--- src/rtl/pux_pkg.sv ---
// Shared definitions for the pux operand path: buffer selects, FSM encoding
// and the default geometry common with pux_si.
package pux_pkg;

    localparam int PUX_DATAW = 16;
    localparam int PUX_WORDS = 8;

    localparam logic [1:0] PUX_SEL_A = 2'd0;
    localparam logic [1:0] PUX_SEL_B = 2'd1;
    localparam logic [1:0] PUX_SEL_M = 2'd2;

    typedef enum logic [1:0] {
        ST_IDLE   = 2'd0,
        ST_STREAM = 2'd1,
        ST_DONE   = 2'd2
    } pux_state_e;

endpackage

--- src/rtl/pux_opnd_chan.sv ---
// One operand channel: a WORDS-deep buffer with a host write port, and an
// AXI-Stream source that plays the buffer out in address order on start.
module pux_opnd_chan #(
    parameter int DATAW = 16,
    parameter int WORDS = 8,
    parameter int AW    = 3
) (
    input  logic             axis_clk,
    input  logic             axis_rstn,
    input  logic             wr_en,
    input  logic [AW-1:0]    wr_addr,
    input  logic [DATAW-1:0] wr_data,
    input  logic             start,
    input  logic             ready,
    output logic [DATAW-1:0] data,
    output logic             valid,
    output logic             finished,
    output logic             last_xfer
);

    localparam logic [AW-1:0] PTR_ZERO = '0;
    localparam logic [AW-1:0] PTR_ONE  = AW'(1);
    localparam logic [AW-1:0] PTR_LAST = AW'(WORDS - 1);

    logic [DATAW-1:0] mem [WORDS];

    logic [DATAW-1:0] data_q, data_d;
    logic [AW-1:0]    ptr_q, ptr_d;
    logic             valid_q, valid_d;
    logic             last_q, last_d;   // data_q currently holds word WORDS-1
    logic             fin_q, fin_d;
    logic             xfer;

    // Host write port; the buffer contents survive reset.
    // NOTE: storage arrays carry no reset -- clearing them would cost a mux per
    // bit and the host always loads them before use.
    always_ff @(posedge axis_clk) begin
        if (wr_en) begin
            mem[wr_addr] <= wr_data;
        end
    end

    // Next-state for the stream source; pointer saturates at the last word so
    // it never wraps, and last_q marks that the final word is being offered.
    always_comb begin
        // NOTE: every _d gets its hold value first so no path leaves it
        // unassigned, which would otherwise infer a latch.
        data_d    = data_q;
        ptr_d     = ptr_q;
        valid_d   = valid_q;
        last_d    = last_q;
        fin_d     = fin_q;
        xfer      = valid_q && ready;
        last_xfer = xfer && last_q;
        if (start) begin
            data_d  = mem[PTR_ZERO];
            ptr_d   = PTR_ONE;
            last_d  = 1'b0;
            valid_d = 1'b1;
            fin_d   = 1'b0;
        end else if (xfer) begin
            if (last_q) begin
                valid_d = 1'b0;
                fin_d   = 1'b1;
            end else begin
                data_d = mem[ptr_q];
                last_d = (ptr_q == PTR_LAST);
                if (ptr_q != PTR_LAST) begin
                    ptr_d = ptr_q + PTR_ONE;
                end
            end
        end
    end

    // Stream source registers.
    always_ff @(posedge axis_clk or negedge axis_rstn) begin
        if (!axis_rstn) begin
            data_q  <= '0;
            ptr_q   <= '0;
            valid_q <= 1'b0;
            last_q  <= 1'b0;
            fin_q   <= 1'b0;
        end else begin
            data_q  <= data_d;
            ptr_q   <= ptr_d;
            valid_q <= valid_d;
            last_q  <= last_d;
            fin_q   <= fin_d;
        end
    end

    assign data     = data_q;
    assign valid    = valid_q;
    assign finished = fin_q;

endmodule

--- src/rtl/pux_opnd_streamer.sv ---
// Operand source upstream of pux_si: three buffers (A, B, M) loaded by the
// host and streamed on request over three independent AXI-Stream channels.
module pux_opnd_streamer
    import pux_pkg::*;
#(
    parameter int DATAW = PUX_DATAW,
    parameter int WORDS = PUX_WORDS,
    parameter int AW    = 3
) (
    input  logic             axis_clk,
    input  logic             axis_rstn,
    input  logic             ld_we,
    input  logic [1:0]       ld_sel,
    input  logic [AW-1:0]    ld_addr,
    input  logic [DATAW-1:0] ld_data,
    output logic             ld_ready,
    input  logic             stream_reqest,
    output logic [DATAW-1:0] axis_abuff_data,
    output logic             axis_abuff_valid,
    input  logic             axis_abuff_ready,
    output logic [DATAW-1:0] axis_bbuff_data,
    output logic             axis_bbuff_valid,
    input  logic             axis_bbuff_ready,
    output logic [DATAW-1:0] axis_mbuff_data,
    output logic             axis_mbuff_valid,
    input  logic             axis_mbuff_ready,
    output logic             busy,
    output logic             done,
    output logic             req_drop
);

    pux_state_e state_q, state_d;
    logic       drop_q, drop_d;
    logic       start;
    logic [2:0] chan_we, chan_fin, chan_last;
    logic       all_fin;

    assign busy     = (state_q != ST_IDLE);
    assign done     = (state_q == ST_DONE);
    assign ld_ready = !busy;
    assign req_drop = drop_q;
    assign start    = (state_q == ST_IDLE) && stream_reqest;

    // Load-select decode; selector 3 and writes while busy hit nothing.
    always_comb begin
        chan_we    = 3'b000;
        chan_we[0] = ld_we && ld_ready && (ld_sel == PUX_SEL_A);
        chan_we[1] = ld_we && ld_ready && (ld_sel == PUX_SEL_B);
        chan_we[2] = ld_we && ld_ready && (ld_sel == PUX_SEL_M);
    end

    // Sequencer: leave STREAM on the edge where the last open channel
    // completes its final transfer, then hold DONE for one cycle.
    always_comb begin
        state_d = state_q;
        drop_d  = drop_q | (stream_reqest && busy);
        all_fin = &(chan_fin | chan_last);
        case (state_q)
            ST_IDLE:   if (stream_reqest) state_d = ST_STREAM;
            ST_STREAM: if (all_fin)       state_d = ST_DONE;
            ST_DONE:                      state_d = ST_IDLE;
            default:                      state_d = ST_IDLE;
        endcase
    end

    // Sequencer state and sticky drop flag.
    always_ff @(posedge axis_clk or negedge axis_rstn) begin
        if (!axis_rstn) begin
            state_q <= ST_IDLE;
            drop_q  <= 1'b0;
        end else begin
            state_q <= state_d;
            drop_q  <= drop_d;
        end
    end

    pux_opnd_chan #(.DATAW(DATAW), .WORDS(WORDS), .AW(AW)) u_chan_a (
        .axis_clk  (axis_clk),
        .axis_rstn (axis_rstn),
        .wr_en     (chan_we[0]),
        .wr_addr   (ld_addr),
        .wr_data   (ld_data),
        .start     (start),
        .ready     (axis_abuff_ready),
        .data      (axis_abuff_data),
        .valid     (axis_abuff_valid),
        .finished  (chan_fin[0]),
        .last_xfer (chan_last[0])
    );

    pux_opnd_chan #(.DATAW(DATAW), .WORDS(WORDS), .AW(AW)) u_chan_b (
        .axis_clk  (axis_clk),
        .axis_rstn (axis_rstn),
        .wr_en     (chan_we[1]),
        .wr_addr   (ld_addr),
        .wr_data   (ld_data),
        .start     (start),
        .ready     (axis_bbuff_ready),
        .data      (axis_bbuff_data),
        .valid     (axis_bbuff_valid),
        .finished  (chan_fin[1]),
        .last_xfer (chan_last[1])
    );

    pux_opnd_chan #(.DATAW(DATAW), .WORDS(WORDS), .AW(AW)) u_chan_m (
        .axis_clk  (axis_clk),
        .axis_rstn (axis_rstn),
        .wr_en     (chan_we[2]),
        .wr_addr   (ld_addr),
        .wr_data   (ld_data),
        .start     (start),
        .ready     (axis_mbuff_ready),
        .data      (axis_mbuff_data),
        .valid     (axis_mbuff_valid),
        .finished  (chan_fin[2]),
        .last_xfer (chan_last[2])
    );

endmodule

--- config.mk ---
export PLATFORM = sky130hd
export DESIGN_NAME = pux_opnd_streamer
export DESIGN_NICKNAME = d
export VERILOG_FILES = /design/src/rtl/pux_pkg.sv /design/src/rtl/pux_opnd_chan.sv /design/src/rtl/pux_opnd_streamer.sv
export SDC_FILE = /design/constraint.sdc
export NUM_CORES = 1
export LEC_CHECK = 0
export CAP_MARGIN = 20
export CORE_MARGIN = 2
export CORE_UTILIZATION = 40
export DETAILED_ROUTE_END_ITERATION = 6
export PLACE_DENSITY = 0.56
export SYNTH_ARGS = -nofsm -noshare
export SYNTH_HDL_FRONTEND = slang
export SYNTH_SLANG_ARGS = --single-unit
--- constraint.sdc ---
create_clock -name axis_clk -period 2.48 [get_ports axis_clk]
set_input_delay 0.372 -clock axis_clk [delete_from_list [all_inputs] [get_ports axis_clk]]
set_output_delay 0.372 -clock axis_clk [all_outputs]
set_load 0.01 [all_outputs]
==> results.py, run 1 <==
metrics = {
    "floorplanning": {
        "num_rows": 76,
        "dieHeight_um": 213,
        "start_util_pct": 40.5,
        "io_pins": 83,
        "core_area_mm2": 0.0431,
        "fp.dieW_um": 213,
        "die_area_mm2": 0.0453,
    },
    "logic_synthesis": {
        "synthTopCellsByArea": "edfxtp_1 66%, mux4_2 12%, dfrtp_1 9.9%, mux2i_1 3.6%, a22oi_1 2.1%",
        "synthCells": 858,
        "synth-edff-count": 384,
        "yosysWarnings": 0,
        "yosysSeqAreaShare_pct": 76.0,
        "synth_top_area_share_pct": 66.1,
        "ys.flop_type": "edfxtp_1",
        "yosys.area.top_type": "edfxtp_1",
        "ys_types": 35,
        "syn_area_per_cell_um2": 20.3,
        "ys_ff_latch": 453,
        "syn-num-nets": 892,
        "syn_area_mm2": 0.0175,
        "ys_async_sr_fraction_pct": 15.2,
    },
    "sta": {
        "slew_violations": 0,
        "rsz0062_at_grt": "false",
        "worst_slew_pin_slew_ns": 0.862,
        "finalCriticalPeriod_ns": 2.32,
        "slew_headroom_pct": 42.3,
        "skew_ns": 0.0254,
        "fin_tns_setup_ns": 0,
        "max_freq_mhz": 431,
        "hold_viol_final": 0,
        "holdWs_ns": 0.272,
        "setup_viol": 0,
        "fin_ws_ns": 0.160,
        "period_share_pct": 93.5,
    },
    "worst_setup_path": {
        "start_kind": "register",
        "rr_startpoint": "state_q[1]$_DFFE_PN0P_",
        "crit_fanout": 4,
        "critPathArrivalTime_ns": 1.95,
        "crit_type": "reg2out",
        "startpoint": "state_q[1]$_DFFE_PN0P_",
        "reg2reg_slack_ns": 0.38,
        "end_kind": "primary output",
        "worstPathRequired_ns": 2.11,
    },
    "clock_tree": {
        "clockBufferDepth": 3,
        "cts_root_buf": "clkbuf_16",
        "clock_latency_ns": 0.58,
        "cts_resized": 0,
        "cts.clk_slew.worst_paths_ns": 0.06,
        "cts_sinks": 453,
        "cts_tree": "built",
        "cts_buffers": 47,
        "htreeDepth": 2,
    },
    "drt": {
        "drtPass1Iterations": 5,
        "via_per_inst": 5.37,
        "ant_nets": 0,
        "wl_mm": 39.8,
        "drt_iter0_markers": 620,
        "routedWlPerCell_um": 24.3,
        "drc": 0,
        "vias": 8810,
    },
    "status": {
        "status": "finished clean",
    },
    "grt": {
        "antenna_found_initial": 1,
        "grt_max_degree": 37,
        "first_global_vias": 8954,
        "gr-usage-all-layers_pct": 18.0,
        "grt_pass1_wl_mm": 58.9,
        "grt_overflow": 0,
    },
    "run": {
        "drv_cap": 0,
    },
    "finish": {
        "final_util_pct": 49.1,
        "area_growth_pct": 21.2,
        "drive_gt1_share_pct": 24.0,
        "n_fill_cell": 3498,
        "layout_commonest_cell": "edfxtp_1",
        "layout_common_cells": "384 x edfxtp_1, 90 x mux4_2, 81 x clkdlybuf4s50_1",
        "fin_nets": 1049,
    },
    "placement": {
        "gp_congestion": 0.738,
        "hpwl_mm": 23.9,
        "io_buffers": 82,
        "dp_slack_ns": 0.249,
    },
    "min_path": {
        "hp-class": "in2async",
    },
    "power": {
        "vdd_drop_max_v": 0.000561,
        "power_w": 0.0224,
        "p_per_area_mw_per_mm2": 1060,
        "leakagePower_nw": 7.04,
    },
}
## worst max-delay path, cell delays in order, from the launching register on
cell and delay (ns):
dfrtp_1 0.42, or2_4 0.31, inv_2 0.10, clkdlybuf4s50_1 0.54
## timing repair
item | in CTS | in global routing
hold endpoints to repair | 20 | 0
buffers inserted | 0 | 0
hold buffers | 1 | 0
## final timing paths
path	cells after the start	to
worst min register to register	1	req_drop$_DFF_PN0_
worst max-delay path	3	ld_ready
max in group asynchronous	3	u_chan_b.data[5]$_DFFE_PN0P_
min in group axis_clk	1	req_drop$_DFF_PN0_
worst max register to register	5	u_chan_b.mem[5][1]$_DFFE_PP_
worst min-delay path	2	u_chan_a.data[1]$_DFFE_PN0P_
## synthesized netlist by cell type (6+ instances only)
| cell | number |
|---|---|
| a22oi_1 | 48 |
| a31oi_1 | 6 |
| buf_2 | 27 |
| buf_4 | 7 |
| buf_6 | 6 |
| dfrtp_1 | 69 |
| edfxtp_1 | 384 |
| ha_1 | 6 |
| mux2i_1 | 63 |
| mux4_2 | 90 |
| nand2_1 | 12 |
| nand3b_1 | 9 |
| nor2_1 | 34 |
| nor2_2 | 9 |
| o21ai_1 | 48 |
## logic make-up after synthesis
kind of cell | count (synthesis) | share of synthesized area [%]
simple gates | 91 | 2.80
compound gates | 107 | 3.86
buf+inv | 45 | 1.57
fa+ha+maj | 6 | 0.430
flops | 453 | 76.0
mux | 153 | 15.2
xor+xnor | 3 | 0.151
## stage by stage
stage / area, um^2 / cells
3_5_place_dp: 19600 / 1550
3_3_place_gp: 19600 / 1550
5_1_grt: 21100 / 1639
2_1_floorplan: 17500 / 858
4_1_cts: 21100 / 1639
6_report: 21200 / 1640
## where the power goes
part / total [W] / internal (W) / switching (W)
combinational: 0.00590 / 0.00307 / 0.00282
clock: 0.00702 / 0.00413 / 0.00289
sequential: 0.00944 / 0.00885 / 0.000595
total: 0.0224 / 0.0160 / 0.00631
## per-layer routing
metal	up-vias	global-route usage, %	share of wire [%]
met5	-	0	0
met4	0	5.28	2.1
met3	57	2.90	5.2
met2	244	27.9	46
met1	4672	26.6	46
li1	3837	-	-
## state kept, by name (all words and copies together) (netlist names), 16 cells and up
signal	flops
u_chan_a.data	16
u_chan_a.mem	128
u_chan_b.data	16
u_chan_b.mem	128
u_chan_m.data	16
u_chan_m.mem	128
## area by class of cell
class                   count  area [um^2]  area share, %
clock buffers              62         1300           6.16
repair buffers            152         1670           7.90
flip-flops and latches    453        13300           62.7
clock inverters            26          248           1.17
inverters                   1         3.75         0.0177
well taps                 585          732           3.46
diodes                      1         2.50         0.0118
multi-input cells         360         3930           18.6
(Power assumes the default switching activity.)
==> run 2: changes to the inputs <==
CORE_MARGIN = default   (was 2)
CORE_UTILIZATION = 42   (was 40)
PLACE_DENSITY = 0.58   (was 0.56)
==> run 2 against run 1 <==
  * Register-to-register slack about the same
  * Clock power grew 5.0%
  * Die area decreased by 6.5%
  * First-iteration DRC count decreased by 0.97%
  * Cell count shrank 3.2%
  * Hold slack improved by 0.076 ns
  * Fmax is 1.3% lower
  * Flip-flop and latch count did not move
  * Via count fell by 1.0%
  * Critical path type unchanged
  * Critical endpoint unchanged
  * Highest routed layer unchanged
==> results.py, run 2 (synthesis results as in run 1) <==
metrics = {
    "status": {
        "status": "finished clean",
    },
    "worst_setup_path": {
        "worstPathRequired_ns": 2.11,
        "cp_cell_sequence": "or2_4 > inv_2 > clkdlybuf4s50_1",
        "crit_fanout": 4,
        "critPathMaxStageDelay_ns": 0.55,
        "rr_startpoint": "state_q[1]$_DFFE_PN0P_",
        "critPathArrivalTime_ns": 1.98,
        "end_kind": "primary output",
        "startpoint": "state_q[1]$_DFFE_PN0P_",
        "start_kind": "register",
        "crit_family": "buffers and inverters",
        "crit_type": "reg2out",
        "worst_path_max_delay_cell": "clkdlybuf4s50_1",
        "cp_num_buf_inv": 2,
    },
    "clock_tree": {
        "cts_root_buf": "clkbuf_16",
        "cts_tree": "built",
        "cts_buffers": 46,
        "clock_latency_ns": 0.57,
        "cts_sinks": 453,
        "cts_resized": 0,
        "cts.clk_slew.worst_paths_ns": 0.06,
        "clockBufferDepth": 3,
        "htreeDepth": 2,
    },
    "power": {
        "power_w": 0.0228,
        "leakagePower_nw": 7.09,
        "p_per_area_mw_per_mm2": 1080,
        "vdd_drop_max_v": 0.000555,
    },
    "floorplanning": {
        "start_util_pct": 42.6,
        "dieHeight_um": 206,
        "fp.dieW_um": 206,
        "num_rows": 74,
        "core_area_mm2": 0.0409,
        "io_pins": 83,
        "die_area_mm2": 0.0424,
    },
    "drt": {
        "via_per_inst": 5.50,
        "vias": 8722,
        "ant_nets": 0,
        "wl_mm": 40.0,
        "drt_iter0_markers": 614,
        "drc": 0,
        "routedWlPerCell_um": 25.2,
        "drtPass1Iterations": 5,
    },
    "sta": {
        "slew_violations": 0,
        "rsz0062_at_grt": "false",
        "slew_headroom_pct": 49.1,
        "fin_tns_setup_ns": 0,
        "setup_viol": 0,
        "hold_viol_final": 0,
        "skew_ns": 0.0124,
        "finalCriticalPeriod_ns": 2.35,
        "period_share_pct": 94.7,
        "worst_slew_pin_slew_ns": 0.762,
        "max_freq_mhz": 426,
    },
    "run": {
        "drv_cap": 0,
    },
    "finish": {
        "area_growth_pct": 21.2,
        "stdcell_area_mm2": 0.0212,
        "drive_gt1_share_pct": 24.3,
        "layout_commonest_cell": "edfxtp_1",
        "fin_nets": 1048,
        "top_regs": "u_chan_a.mem (128), u_chan_b.mem (128), u_chan_m.mem (128)",
        "layout_common_cells": "384 x edfxtp_1, 90 x mux4_2, 81 x clkdlybuf4s50_1",
    },
    "grt": {
        "gr-usage-all-layers_pct": 19.7,
        "first_global_vias": 9124,
        "grt_pass1_wl_mm": 59.4,
        "grt_max_degree": 37,
        "grt_overflow": 0,
        "antenna_found_initial": 2,
    },
    "placement": {
        "io_buffers": 82,
        "gp_congestion": 0.765,
        "place_area_mm2": 0.0195,
        "hpwl_mm": 23.8,
    },
    "min_path": {
        "hp-class": "in2async",
    },
}
## run 2: per-layer routing
layer	track usage (%)	vias to the layer above	part of all wire [%]
met3	3.09	48	5.4
met5	0	-	0
li1	-	3839	-
met4	5.83	0	2.1
met1	27.3	4613	44
met2	32.3	222	49
## run 2: final timing paths
path / endpoint / slack [ns] / depth (start not counted)
min in group axis_clk: u_chan_a.valid$_DFFE_PN0P_ / 0.49 / 3
worst min register to register: u_chan_a.data[11]$_DFFE_PN0P_ / 0.51 / 2
max in group asynchronous: u_chan_b.ptr_q[0]$_DFFE_PN0P_ / 1.50 / 3
worst min-delay path: u_chan_a.finished$_DFFE_PN0P_ / 0.35 / 2
worst max register to register: u_chan_m.mem[3][12]$_DFFE_PP_ / 0.37 / 5
worst max-delay path: ld_ready / 0.13 / 3
## run 2: layout make-up
cell class,count,area (um^2)
sequential,453,13300
tap,532,666
clock inverter,21,282
antenna,4,10.0
multi-input combinational,360,3930
inverter,1,3.75
timing repair buffer,152,1660
fill,3309,19800
clock buffer,64,1350
## run 2: where the power goes
group	total, W	switching [W]	internal [W]
clock	0.00737	0.00283	0.00453
sequential	0.00941	0.000566	0.00885
combinational	0.00597	0.00289	0.00309
## run 2: through the flow
stage	hold slack (ns)	util (%)	cells	worst slack, ns
after floorplan	0.0764	-	858	0.300
after global placement	0.405	47.7	1497	0.185
after detailed placement	0.412	47.7	1497	0.172
after CTS	0.350	51.7	1583	0.0928
after global routing	0.411	51.7	1583	0.0743
final	0.348	51.7	1587	0.131
## run 2: timing repair
| action | 4_1_cts | 5_1_grt |
|---|---|---|
| setup buffers | 0 | 0 |
| hold endpoints to repair | 34 | 0 |
| hold buffers | 1 | 0 |
==> run 3: changes to the inputs <==
PLACE_DENSITY = default   (was 0.58)
SLEW_MARGIN = 20   (was default)
==> run 3 against run 2 <==
  * Total power down 2.0%
  * Cell count rose by 0.19%
  * First-iteration DRC count grew 20%
  * Via count fell by 0.11%
  * Flip-flop and latch count did not move
  * Largest cell class unchanged
==> results.py, run 3 (synthesis results as in run 1) <==
metrics = {
    "worst_setup_path": {
        "cp_cell_sequence": "or2_4 > inv_2 > clkdlybuf4s50_1",
        "start_kind": "register",
        "end_kind": "primary output",
        "worstPathRequired_ns": 2.11,
        "crit_fanout": 4,
        "crit_type": "reg2out",
        "critPathArrivalTime_ns": 2.03,
        "worst_path_max_delay_cell": "clkdlybuf4s50_1",
        "critPathMaxStageDelay_ns": 0.56,
    },
    "sta": {
        "finalCriticalPeriod_ns": 2.41,
        "worst_slew_pin_slew_ns": 0.899,
        "fin_tns_setup_ns": 0,
        "setup_viol": 0,
        "slew_headroom_pct": 40.0,
        "rsz0062_at_grt": "false",
        "hold_viol_final": 0,
        "fin_ws_ns": 0.0742,
        "max_freq_mhz": 416,
        "period_share_pct": 97.0,
        "holdWs_ns": 0.319,
        "slew_violations": 0,
        "skew_ns": 0.0198,
    },
    "placement": {
        "hpwl_mm": 24.0,
        "gp_congestion": 0.747,
        "dp_slack_ns": 0.229,
        "io_buffers": 82,
    },
    "run": {
        "drv_cap": 0,
    },
    "clock_tree": {
        "clockBufferDepth": 3,
        "cts_resized": 0,
        "cts_root_buf": "clkbuf_16",
        "cts_sinks": 453,
        "htreeDepth": 2,
        "clock_latency_ns": 0.57,
        "cts_tree": "built",
        "cts_buffers": 47,
        "cts.clk_slew.worst_paths_ns": 0.06,
    },
    "drt": {
        "ant_nets": 0,
        "drc": 0,
        "vias": 8712,
        "drtPass1Iterations": 5,
        "routedWlPerCell_um": 25.1,
        "drt_iter0_markers": 739,
        "via_per_inst": 5.48,
        "wl_mm": 39.9,
    },
    "finish": {
        "top_regs": "u_chan_a.mem (128), u_chan_b.mem (128), u_chan_m.mem (128)",
        "area_growth_pct": 20.3,
        "fin_nets": 1053,
        "layout_commonest_cell": "edfxtp_1",
        "layout_common_cells": "384 x edfxtp_1, 90 x mux4_2, 81 x clkdlybuf4s50_1",
        "drive_gt1_share_pct": 23.9,
        "diodes": 0,
    },
    "floorplanning": {
        "io_pins": 83,
        "die_area_mm2": 0.0424,
        "fp.dieW_um": 206,
        "start_util_pct": 42.6,
        "num_rows": 74,
        "core_area_mm2": 0.0409,
        "dieHeight_um": 206,
    },
    "power": {
        "leakagePower_nw": 7.03,
        "p_per_area_mw_per_mm2": 1060,
        "vdd_drop_max_v": 0.000657,
    },
    "status": {
        "status": "finished clean",
    },
    "min_path": {
        "hp-class": "in2async",
    },
    "grt": {
        "grt_max_degree": 36,
        "first_global_vias": 9149,
        "grt_pass1_wl_mm": 59.4,
        "gr-usage-all-layers_pct": 19.7,
        "antenna_found_initial": 0,
        "grt_overflow": 0,
    },
}
==> run 3: cell count changes in the layout (fill, tap and decap cells not counted), moves of 2 or more <==
cell	previous run	this run
clkinv_1	1	7
clkinvlp_4	1	3
clkbuf_1	8	11
buf_4	45	55
clkbuf_8	7	3
bufinv_16	7	4
buf_12	25	19
clkinv_2	12	9
diode_2	4	0
==> run 3: worst paths after layout <==
| check | depth (start not counted) | slack (ns) | from | to |
|---|---|---|---|---|
| min in group axis_clk | 3 | 0.46 | axis_bbuff_ready | u_chan_b.valid$_DFFE_PN0P_ |
| worst max-delay path | 3 | 0.07 | state_q[0]$_DFFE_PN0P_ | ld_ready |
| worst min register to register | 2 | 0.51 | u_chan_b.data[3]$_DFFE_PN0P_ | u_chan_b.data[3]$_DFFE_PN0P_ |
| max in group asynchronous | 3 | 1.50 | axis_rstn | u_chan_m.data[11]$_DFFE_PN0P_ |
| worst max register to register | 5 | 0.27 | state_q[0]$_DFFE_PN0P_ | u_chan_b.mem[5][0]$_DFFE_PP_ |
| worst min-delay path | 2 | 0.32 | axis_rstn | u_chan_a.data[6]$_DFFE_PN0P_ |
==> run 3: critical path: cells and delay by family, from the launching register on <==
kind	cells	cell delay (ns)
flops	1	0.45
simple gates	1	0.31
buf+inv	2	0.70
==> run 3: routing by layer <==
| layer | track usage [%] | part of all wire (%) | up-vias |
|---|---|---|---|
| met5 | 0 | 0 | - |
| met1 | 27.9 | 45 | 4574 |
| met3 | 4.02 | 5.5 | 44 |
| met2 | 31.5 | 48 | 245 |
| met4 | 4.46 | 1.6 | 0 |
| li1 | - | - | 3849 |
==> run 3: cell type report <==
cell class | count | area [um^2]
clock buffers | 62 | 1280
clock inverters | 26 | 248
fillers | 3322 | 19900
inverters | 1 | 3.75
multi-input cells | 360 | 3930
flip-flops and latches | 453 | 13300
well taps | 532 | 666
repair buffers | 156 | 1610
==> run 3: through the flow <==
step / std cells / power [W] / utilization (%) / instance area, um^2
after floorplan: 858 / 0.0133 / - / 17500
after global placement: 1501 / 0.0155 / 47.6 / 19500
after detailed placement: 1501 / 0.0156 / 47.6 / 19500
after CTS: 1590 / 0.0226 / 51.3 / 21000
after global routing: 1590 / 0.0233 / 51.3 / 21000
final: 1590 / 0.0223 / 51.3 / 21000
==> run 3: what timing repair did <==
item / in CTS / in global routing
hold buffers: 1 / 0
hold endpoints to repair: 29 / 0
setup buffers: 0 / 0
==> run 3: where the power goes <==
part	leakage [nW]	switching, W	internal, W
Combinational	1.98	0.00289	0.00304
Clock	0.745	0.00286	0.00407
Sequential	4.30	0.000579	0.00885
Total	7.03	0.00633	0.0160
